### src/rtl/serial_arith_pkg.sv
// Shared definitions for the bit-serial arithmetic blocks.
//   state_t : sequencer states (IDLE, RUN, DONE)
//   cnt_w() : width of a bit counter that must hold 0..w
package serial_arith_pkg;

  typedef enum logic [1:0] {
    IDLE = 2'd0,
    RUN  = 2'd1,
    DONE = 2'd2
  } state_t;

  // Counter width for counting 0..w. At least one bit, even for w=1.
  function automatic int cnt_w(input int w);
    return (w < 1) ? 1 : $clog2(w + 1);
  endfunction

endpackage

### src/rtl/fs_cell.sv
// Combinational full subtractor: x - y - bi.
//   x, y : operand bits
//   bi   : borrow in
//   d    : difference bit
//   bo   : borrow out
module fs_cell (
  input  logic x,
  input  logic y,
  input  logic bi,
  output logic d,
  output logic bo
);

  assign d  = x ^ y ^ bi;
  // Borrow when x < y, or when x == y and a borrow is already pending.
  assign bo = (~x & y) | (~(x ^ y) & bi);

endmodule

### src/rtl/serial_sub.sv
// Bit-serial subtractor: diff = a - b - bin over WIDTH cycles, LSB first.
//   clk, rst_n : clock, async active-low reset
//   start      : request; sampled when IDLE or DONE
//   a, b, bin  : minuend, subtrahend, borrow-in (sampled at start)
//   busy       : high in RUN
//   done       : one-cycle pulse when diff/bout are updated
//   diff, bout : result and final borrow; held until next completion
module serial_sub
  import serial_arith_pkg::*;
#(
  parameter int WIDTH = 8
) (
  input  logic             clk,
  input  logic             rst_n,
  input  logic             start,
  input  logic [WIDTH-1:0] a,
  input  logic [WIDTH-1:0] b,
  input  logic             bin,
  output logic             busy,
  output logic             done,
  output logic [WIDTH-1:0] diff,
  output logic             bout
);

  localparam int CW = cnt_w(WIDTH);
  localparam logic [CW-1:0] LAST = CW'(WIDTH - 1);

  state_t           state, state_nxt;
  logic [WIDTH-1:0] sa, sb, sr, sr_nxt;
  logic [CW-1:0]    cnt;
  logic             brw;
  logic             d, bo;
  logic             accept, last;

  fs_cell u_fs (
    .x  (sa[0]),
    .y  (sb[0]),
    .bi (brw),
    .d  (d),
    .bo (bo)
  );

  // New difference bit enters at the MSB; after WIDTH shifts bit 0 sits at LSB.
  generate
    if (WIDTH == 1) begin : g_sr1
      assign sr_nxt = d;
    end else begin : g_srn
      assign sr_nxt = {d, sr[WIDTH-1:1]};
    end
  endgenerate

  // DONE accepts a start like IDLE so operations can run back to back.
  assign accept = start && (state == IDLE || state == DONE);
  assign last   = (state == RUN) && (cnt == LAST);

  always_comb begin
    state_nxt = state;
    case (state)
      IDLE:    if (start) state_nxt = RUN;
      RUN:     if (cnt == LAST) state_nxt = DONE;
      DONE:    state_nxt = start ? RUN : IDLE;
      default: state_nxt = IDLE;
    endcase
  end

  always_ff @(posedge clk or negedge rst_n) begin
    if (!rst_n) state <= IDLE;
    else        state <= state_nxt;
  end

  assign busy = (state == RUN);
  assign done = (state == DONE);

  always_ff @(posedge clk or negedge rst_n) begin
    if (!rst_n) begin
      sa   <= '0;
      sb   <= '0;
      sr   <= '0;
      brw  <= 1'b0;
      cnt  <= '0;
      diff <= '0;
      bout <= 1'b0;
    end else if (accept) begin
      sa  <= a;
      sb  <= b;
      sr  <= '0;
      brw <= bin;
      cnt <= '0;
    end else if (state == RUN) begin
      sa  <= sa >> 1;
      sb  <= sb >> 1;
      sr  <= sr_nxt;
      brw <= bo;
      if (last) begin
        // Outputs only ever see a finished result.
        cnt  <= '0;
        diff <= sr_nxt;
        bout <= bo;
      end else begin
        cnt <= cnt + CW'(1);
      end
    end
  end

endmodule

### config.mk
export PLATFORM = sky130hd
export DESIGN_NAME = serial_sub
export DESIGN_NICKNAME = d
export VERILOG_FILES = /design/src/rtl/serial_arith_pkg.sv /design/src/rtl/fs_cell.sv /design/src/rtl/serial_sub.sv
export SDC_FILE = /design/constraint.sdc
export NUM_CORES = 1
export LEC_CHECK = 0
export BUFFER_PORTS_ARGS = -buffer_cell sky130_fd_sc_hd__buf_2
export CAP_MARGIN = 30
export CORE_UTILIZATION = 35
export CTS_BUF_LIST = sky130_fd_sc_hd__clkbuf_16
export DETAILED_ROUTE_END_ITERATION = 10
export PLACE_DENSITY = 0.62
export RECOVER_POWER = 25
export SLEW_MARGIN = 0
export SYNTH_ARGS = -nofsm -noshare
export SYNTH_HDL_FRONTEND = slang
export SYNTH_HIERARCHICAL = 1
export SYNTH_SLANG_ARGS = --single-unit
### constraint.sdc
create_clock -name clk -period 1.3 [get_ports clk]
set_input_delay 0.065 -clock clk [delete_from_list [all_inputs] [get_ports clk]]
set_output_delay 0.065 -clock clk [all_outputs]
set_load 0.05 [all_outputs]
==> results of run 1 <==
## registers in the layout, indices dropped and copies added, names as in the netlist
signal / count
diff: 8
sa: 8
sb: 8
sr: 7
cnt: 4
state: 2
bout: 1
brw: 1
## area by class of cell
type	instances	area, um^2	area share
clock buffer	5	125	0.0548
clock inverter	3	15.0	0.00657
multi-input combinational	90	673	0.295
inverter	4	20.0	0.00876
sequential	39	976	0.427
tap	52	65.1	0.0285
timing repair buffer	57	410	0.180
## final timing paths
check                        from      end  slack, ns  depth (start not counted)
setup / recovery           cnt[0]  diff[3]      -0.21                          5
hold / removal               b[3]    sb[3]      0.001                          3
setup reg to reg           cnt[0]  diff[3]      -0.21                          5
hold reg to reg               brw      brw       0.50                          2
max in group asynchronous   rst_n  diff[3]       0.25                          3
min in group asynchronous   rst_n    sb[2]       0.51                          3
## repair_timing
action / CTS / global route
resized for setup: 9 / 15
endpoints found under the hold margin: 40 / 0
endpoints found under the setup margin: 36 / 35
cloned: 1 / 1
hold buffers: 2 / 0
buffers inserted: 5 / 4
pin swaps: 2 / 9
## stage by stage
step | area, um^2 | hold WS (ns) | utilization
finish | 2280 | 0.00138 | 0.518
global route | 2280 | 0.0173 | 0.518
CTS | 2190 | 0.00336 | 0.495
detailed placement | 1950 | 0.144 | 0.441
global placement | 1950 | 0.133 | 0.441
floorplan | 1640 | -0.231 | -
## critical path, cell delays in order, from the launching register on
cell and delay [ns]:
dfrtp_1 0.36, ha_2 0.19, nand3b_1 0.14, buf_4 0.18, nor2_4 0.21, mux2_4 0.32
## per-layer routing
metal / vias to the layer above / part of all wire / track usage
met5: - / 0 / 0
met4: 0 / 0.024 / 0.0933
met3: 7 / 0.042 / 0.0245
met2: 35 / 0.51 / 0.254
met1: 637 / 0.42 / 0.196
li1: 614 / - / -
## cell families (layout without fill, tap and decap cells)
kind of cell,after synthesis,in the layout,share of synthesized area
adders and majority gates,2,2,0.0199
and+or+nand+nor,49,50,0.145
DFF,39,39,0.597
AOI/OAI and AO/OA,28,28,0.132
buffers and inverters,12,69,0.0382
muxes,10,10,0.0681
## where the power goes
part	internal, mW	switching (mW)
clock network	0.696	0.463
logic	1.41	1.72
registers	1.77	0.336
## cell usage in the layout, fill, tap and decap left out, types with 2 or more instances in the layout
master and instances:
buf_12 2, buf_2 29, nand3_1 11, clkbuf_16 6
buf_4 20, inv_1 3, nor2_1 5, dlygate4sd3_1 2
clkinv_1 2, a31oi_1 5, nand2_1 22, mux2_4 4
mux2_2 5, a22o_1 11, nor2b_1 2, a22oi_2 3
dfrtp_1 39, a22oi_1 7, buf_6 2
==> metrics.csv, run 1 <==
metric,value,unit
Slew Limit Fails,0,
RSZ-0062 raised after global routing,yes,
detailed placer's ending HPWL,2390,um
CP Data Required Time,1.46,ns
post-route DRC violation count,0,
Power Density,2800,nW/um^2
worst-skew pair later-pin latency,0.28,ns
Worst Path Arrival,1.67,ns
cells taking the most area after synthesis,"dfrtp_1, mux2_2, a22o_1, nand2_1, a22oi_1",
synthesized instance count,140,
"Distinct cells, synth",25,
routed vias,1293,
Max transition margin,0.438,
Final Setup Violations,11,
CP endpoint kind,flip-flop,
"Seq/Total Area, Yosys",0.597,
Cells after DPL,231,
clk sink count,39,
leakage,1.12,nW
crit path kind,flip-flop to flip-flop,
Pre-antenna DRT Iters,4,
Synth top area share,0.597,
Final Cycle Share,1.16,
RePlAce Congestion,0.756,
DR WL/cell,15.0,um
Clock Skew,0.00730,ns
core footprint,4410,um^2
Hold Crit Class,input pin to flip-flop,
Detailed Route Iter0 Violations,62,
Max-Cap Viols,0,
Die ar.,4950,um^2
Non-Filler Instances,250,
status,"finished, violations left",
fmax,0.662,GHz
io pins,31,
vias per std cell,5.17,
CTS root buf,clkbuf_16,
initial antenna violation count,0,
synthesized area,1640,um^2
pre-CTS setup slack,-0.158,ns
final hold vios,0,
starting density of the core,0.370,
CTS Buf Count,5,
Yosys reg bits,39,
CTS H-Tree Depth,2,
Die Y-Extent,70.4,um
port bufs,30,
Worst-Margin Slew,0.842,ns
post-route ant nets,0,
first-pass GRT wire length,5970,um
All-Layer GR Usage,0.157,
CTS tree,built,
largest net degree at the start of global routing,40,
total power,6.39,mW
"Avg Cell Area, Syn",11.7,um^2
Clock Tree Buf Depth,2,
CP max FO,5,
final WL,3760,um
global route overflow,0,
row count,24,
asr flop ratio synth,1.00,
CP Launch Type,flip-flop,
final net count,219,
syn_nets,162,
total negative slack,-1.76,ns
Ys Warns,6,
number of global-route vias before repair,1286,
share of layout cells above drive strength 1,0.414,
Most used DFF post-synth,dfrtp_1,
"count leader, synth",dfrtp_1,
Die Wd,70.4,um
failing checks,setup timing,
Final min period,1.51,ns
"top cells by count, synth","dfrtp_1, nand2_1, nand3_1",
worst setup margin,-0.211,ns
n_diodes,0,
Post-synth EDFFs,0,
area grow syn2layout,39.7,%
most area-hungry cell type in the Yosys netlist,dfrtp_1,
Max VDD drop,1370,uV
fill count,389,
Clock Pin Slew Worst Setup and Hold Paths,0.06,ns
No activity file was read; power rests on OpenSTA's default activity.
==> run 2, diff against run 1 <==
- ABC_AREA: not set -> 1
- ABC_CLOCK_PERIOD_IN_PS: not set -> 1300
- PLACE_DENSITY: 0.62 -> 0.61
==> run 2 against run 1 <==
Against the previous run: the run now ends clean; utilization shrank 4.9 points; register-to-register slack better by 0.28 ns; critical path depth shrank 3; largest cell class unchanged; highest routed layer unchanged.
==> metrics.csv, run 2 <==
metric,value,unit
"slowest stage delay, CP",0.45,ns
Comb pwr share,0.446,
Clock Skew,0.00332,ns
pre-CTS setup slack,0.0366,ns
worst reg-to-reg setup slack,0.07,ns
DR WL/cell,10.5,um
Hold Crit Depth,3,
final hold vios,0,
Most used DFF post-synth,dfrtp_1,
share of layout cells above drive strength 1,0.364,
port bufs,30,
CP Data Required Time,1.24,ns
area grow syn2layout,25.0,%
Power Density,2680,nW/um^2
post-route ant nets,0,
crit path kind,flip-flop to output pin,
n_diodes,0,
reg2reg path depth,4,
"Avg Cell Area, Syn",9.43,um^2
routed vias,1358,
Flop pwr share,0.335,
Crit path max-delay family,flip-flops,
Final min period,1.23,ns
Int Power,3.55,mW
Pre-antenna DRT Iters,4,
All-Layer GR Usage,0.137,
Ys Warns,6,
Yosys reg bits,39,
CTS tree,built,
Metal-1 WL,1460,um
Die Wd,74.1,um
DP Area,2060,um^2
Largest regs,"diff x8, sa x8, sb x8",
Crit Reg-Reg Endpoint,sr[7],
first-pass GRT wire length,5540,um
CP endpoint kind,output pin,
global route overflow,0,
top sig layer,met4,
Post CTS Setup Buffer Count,0,
post-route DRC violation count,0,
met3 wire length,121,um
CTS Buf Count,5,
"Buf+Inv Stages, Crit Path",1,
final WL,3190,um
Max VDD drop,986,uV
cells taking the most area after synthesis,"dfrtp_1, nand2_1, o21ai_2, nand2_2, nand3_2",
core footprint,4850,um^2
Detailed Route Iter0 Violations,59,
Post-synth EDFFs,0,
worst setup margin,0.0671,ns
CP max FO,4,
final net count,257,
most frequent cells in the layout,"nand2_1, dfrtp_1, buf_2",
"Distinct cells, synth",21,
detailed placer's ending HPWL,2280,um
hold path endpoint,sb[6],
"Seq/Total Area, Yosys",0.536,
Max-Cap Viols,0,
Routed met2 length,1540,um
io pins,31,
CP Launch Type,flip-flop,
Final Cycle Share,0.948,
Slew Limit Fails,0,
Clk pwr share,0.219,
clk sink count,39,
vias per std cell,4.48,
switch share,0.418,
number of global-route vias before repair,1270,
Clock Tree Buf Depth,2,
RSZ-0062 raised after global routing,yes,
row count,25,
"top cells by count, synth","nand2_1, dfrtp_1, inv_1",
synthesized area,1820,um^2
initial antenna violation count,0,
CTS H-Tree Depth,2,
post-route cell area,2270,um^2
"count leader, synth",nand2_1,
Synth top area share,0.536,
worst-skew pair later-pin latency,0.28,ns
syn_nets,215,
most area-hungry cell type in the Yosys netlist,dfrtp_1,
RePlAce Congestion,0.746,
Worst Path Arrival,1.17,ns
Die Y-Extent,74.1,um
hold path startpoint,b[6],
"most common cell after layout, fill and taps aside",nand2_1,
Worst-Margin Slew,0.486,ns
Final Setup Violations,0,
Die ar.,5490,um^2
starting density of the core,0.375,
Max transition margin,0.676,
synthesized instance count,193,
CTS root buf,clkbuf_16,
fmax,0.811,GHz
CP Cell Sequence,nor2_1 -> buf_2,
leakage,1.20,nW
Hold Crit Class,input pin to flip-flop,
Reg-to-Reg Start,sb[0],
critical path's slowest cell,dfrtp_2,
status,"complete, no violations",
asr flop ratio synth,1.00,
largest net degree at the start of global routing,40,
Psw,2.55,mW
Clock Pin Slew Worst Setup and Hold Paths,0.05,ns
-- run 2: stage by stage --
stage	total power, mW	setup TNS [ns]	utilization	instances	hold WS, ns
after floorplan	4.18	0	-	193	-0.231
after global placement	4.71	0	0.425	292	0.157
after detailed placement	4.75	0	0.425	292	0.148
after CTS	6.17	0	0.466	303	0.00349
after global routing	6.57	-0.00920	0.469	303	0.00928
final	6.10	0	0.469	303	0.00458
-- run 2: metal layers --
metal,GRT usage,vias to the layer above
met5,0,-
met4,0.0705,0
met3,0.0407,8
met2,0.218,26
met1,0.170,637
li1,-,687
-- run 2: layout make-up --
class / instances / area, um^2
inverter: 19 / 78.8
sequential: 39 / 977
tap: 67 / 83.8
clock inverter: 3 / 38.8
multi-input combinational: 128 / 716
fill: 469 / 2570
timing repair buffer: 42 / 254
clock buffer: 5 / 125
-- run 2: worst max path at each step --
| stage | start | endpoint | slack (ns) | cells past startpoint |
|---|---|---|---|---|
| after CTS | state[0] | busy | 0.02 | 3 |
| after global routing | cnt[0] | bout | -0.009 | 7 |
| after detailed placement | cnt[0] | bout | 0.04 | 7 |
| after floorplan | cnt[0] | diff[6] | 0.03 | 7 |
| after global placement | cnt[0] | bout | 0.06 | 7 |
| final | state[0] | done | 0.07 | 2 |
-- run 2: timing repair --
item | 4_1_cts | 5_1_grt
setup endpoints to repair | 1 | 4
hold buffers | 3 | 0
gates cloned | 0 | 0
gates resized for setup | 3 | 3
hold endpoints to repair | 41 | 0
-- run 2: worst register-to-register path: stages (launching register included) --
cell and delay (ns):
dfrtp_1 0.35, inv_1 0.06, fa_1 0.53, inv_1 0.06, o22ai_1 0.16
-- run 2: power by group through the flow --
| stage | logic (mW) | registers, mW | clock network, mW |
|---|---|---|---|
| after floorplan | 1.70 | 2.48 | 0 |
| after CTS | 2.73 | 2.05 | 1.38 |
| after global routing | 3.05 | 2.11 | 1.42 |
| after detailed placement | 2.69 | 2.06 | 0 |
| final | 2.72 | 2.05 | 1.34 |
| after global placement | 2.66 | 2.05 | 0 |
-- run 2: logic make-up after synthesis --
logic type / synth area share
AND/OR/NAND/NOR: 0.290
flip-flops: 0.536
buffers and inverters: 0.0750
AO/OA/AOI/OAI: 0.0805
adder cells (fa/ha/maj): 0.0179
==> run 3, diff against run 2 <==
- CELL_PAD_IN_SITES_DETAIL_PLACEMENT: not set -> 0
- CELL_PAD_IN_SITES_GLOBAL_PLACEMENT: not set -> 1
- PLACE_DENSITY: 0.61 -> 0.75
==> run 3 against run 2 <==
Against the previous run: critical path depth increased by 2; critical path type unchanged; count of clock-buffer cells in the layout unchanged; sequential power about the same; hold slack got worse by 0.0015 ns; first-iteration DRC count increased by 56%; cell area increased by 1.7%.
==> metrics.csv, run 3 (synthesis gave the netlist of run 2 again) <==
metric,value,unit
CTS Buf Count,5,
hold path startpoint,bin,
Die Wd,74.1,um
Hold Crit Class,input pin to flip-flop,
switch share,0.428,
Comb pwr share,0.479,
Non-Filler Instances,305,
"slowest stage delay, CP",0.45,ns
crit path kind,flip-flop to output pin,
Flop pwr share,0.334,
DR WL/cell,11.5,um
RePlAce Congestion,0.787,
Cells after DPL,294,
clk sink count,39,
Int Power,3.48,mW
leakage,1.23,nW
Reg area,977,um^2
Detailed Route Iter0 Violations,92,
CP endpoint kind,output pin,
Max-Cap Viols,0,
share of layout cells above drive strength 1,0.378,
All-Layer GR Usage,0.151,
detailed placer's ending HPWL,2430,um
CTS H-Tree Depth,2,
final net count,260,
vias per std cell,4.40,
post-route ant nets,0,
status,"complete, no violations",
CTS root buf,clkbuf_16,
CP Cell Sequence,nand2_4 -> inv_4 -> buf_6 -> buf_8,
starting density of the core,0.375,
Slew Limit Fails,0,
Die Y-Extent,74.1,um
Final min period,1.24,ns
CP Data Required Time,1.24,ns
Power Density,2630,nW/um^2
grt peak-use layer,met2,
Clock Tree Buf Depth,2,
port bufs,30,
M2 GR Usage,0.238,
n_diodes,0,
row count,25,
largest net degree at the start of global routing,33,
Global Route met3 Usage,0.0325,
Worst Path Arrival,1.18,ns
Crit. Startpoint,state[0],
total negative slack,0,ns
CP max FO,8,
CP Launch Type,flip-flop,
final hold vios,0,
worst-skew pair later-pin latency,0.28,ns
Die ar.,5490,um^2
core footprint,4850,um^2
"most common cell after layout, fill and taps aside",nand2_1,
Psw,2.61,mW
area grow syn2layout,27.1,%
initial antenna violation count,0,
Reg-to-Reg Start,sb[0],
Max transition margin,0.660,
Pre-antenna DRT Iters,4,
global route overflow,0,
critical path's slowest cell,dfrtp_2,
Clock Skew,0.00331,ns
io pins,31,
routed vias,1342,
fill count,488,
Multi-input gate area,718,um^2
hold slack,0.00309,ns
post-route DRC violation count,0,
Final Setup Violations,0,
RSZ-0062 raised after global routing,no,
fmax,0.806,GHz
number of global-route vias before repair,1370,
Worst-Margin Slew,0.510,ns
final WL,3490,um
Clk pwr share,0.187,
Largest regs,"diff x8, sa x8, sb x8",
most frequent cells in the layout,"nand2_1, dfrtp_1, buf_2",
Final Cycle Share,0.955,
CTS tree,built,
first-pass GRT wire length,6110,um
Clock Pin Slew Worst Setup and Hold Paths,0.06,ns
Max VDD drop,1040,uV
met1 usage,0.195,
## run 3: area by class of cell
type	count	share of cell area
Clock buffer	5	0.0541
Sequential cell	39	0.423
Clock inverter	2	0.00379
Tap cell	67	0.0363
Timing Repair Buffer	45	0.140
Inverter	19	0.0330
Multi-Input combinational cell	128	0.311
## run 3: critical path, delay by kind of cell (launching register included)
family	cells	cell delay, ns
AND/OR/NAND/NOR	1	0.11
flip-flops	1	0.45
buffers and inverters	3	0.32
## run 3: power by group through the flow
stage	Combinational, mW	Sequential [mW]	Clock [mW]
2_1_floorplan	1.70	2.48	0
3_3_place_gp	2.75	2.04	0
4_1_cts	2.88	2.04	1.17
3_5_place_dp	2.79	2.05	0
6_report	2.92	2.03	1.14
5_1_grt	3.25	2.10	1.20
## run 3: final timing paths
path	to	slack (ns)	cells past startpoint
setup reg to reg	sr[7]	0.07	4
hold / removal	brw	0.003	3
setup / recovery	busy	0.06	4
min in group asynchronous	sb[7]	0.27	2
hold reg to reg	sb[7]	0.47	2
max in group asynchronous	state[0]	0.48	3
## run 3: metrics by stage
step	util	total power [mW]	setup slack (ns)	area [um^2]
after floorplan	-	4.18	0.0339	1820
after global placement	0.435	4.79	0.0780	2110
after detailed placement	0.435	4.84	0.0422	2110
after CTS	0.473	6.09	0.00705	2290
after global routing	0.477	6.56	0.000443	2310
final	0.477	6.09	0.0588	2310
## run 3: timing repair
| item | in CTS | in global routing |
|---|---|---|
| setup endpoints to repair | 1 | 3 |
| endpoints found under the hold margin | 41 | 0 |
| hold buffers | 3 | 0 |
| gates resized for setup | 6 | 6 |
| setup buffers | 0 | 1 |
| pin swaps | 0 | 1 |
## run 3: metal layers
layer  part of all wire  routed length (um)
met1               0.51                1780
met2               0.43                1510
met3              0.034                 120
met4              0.025                  87
met5                  0                   0
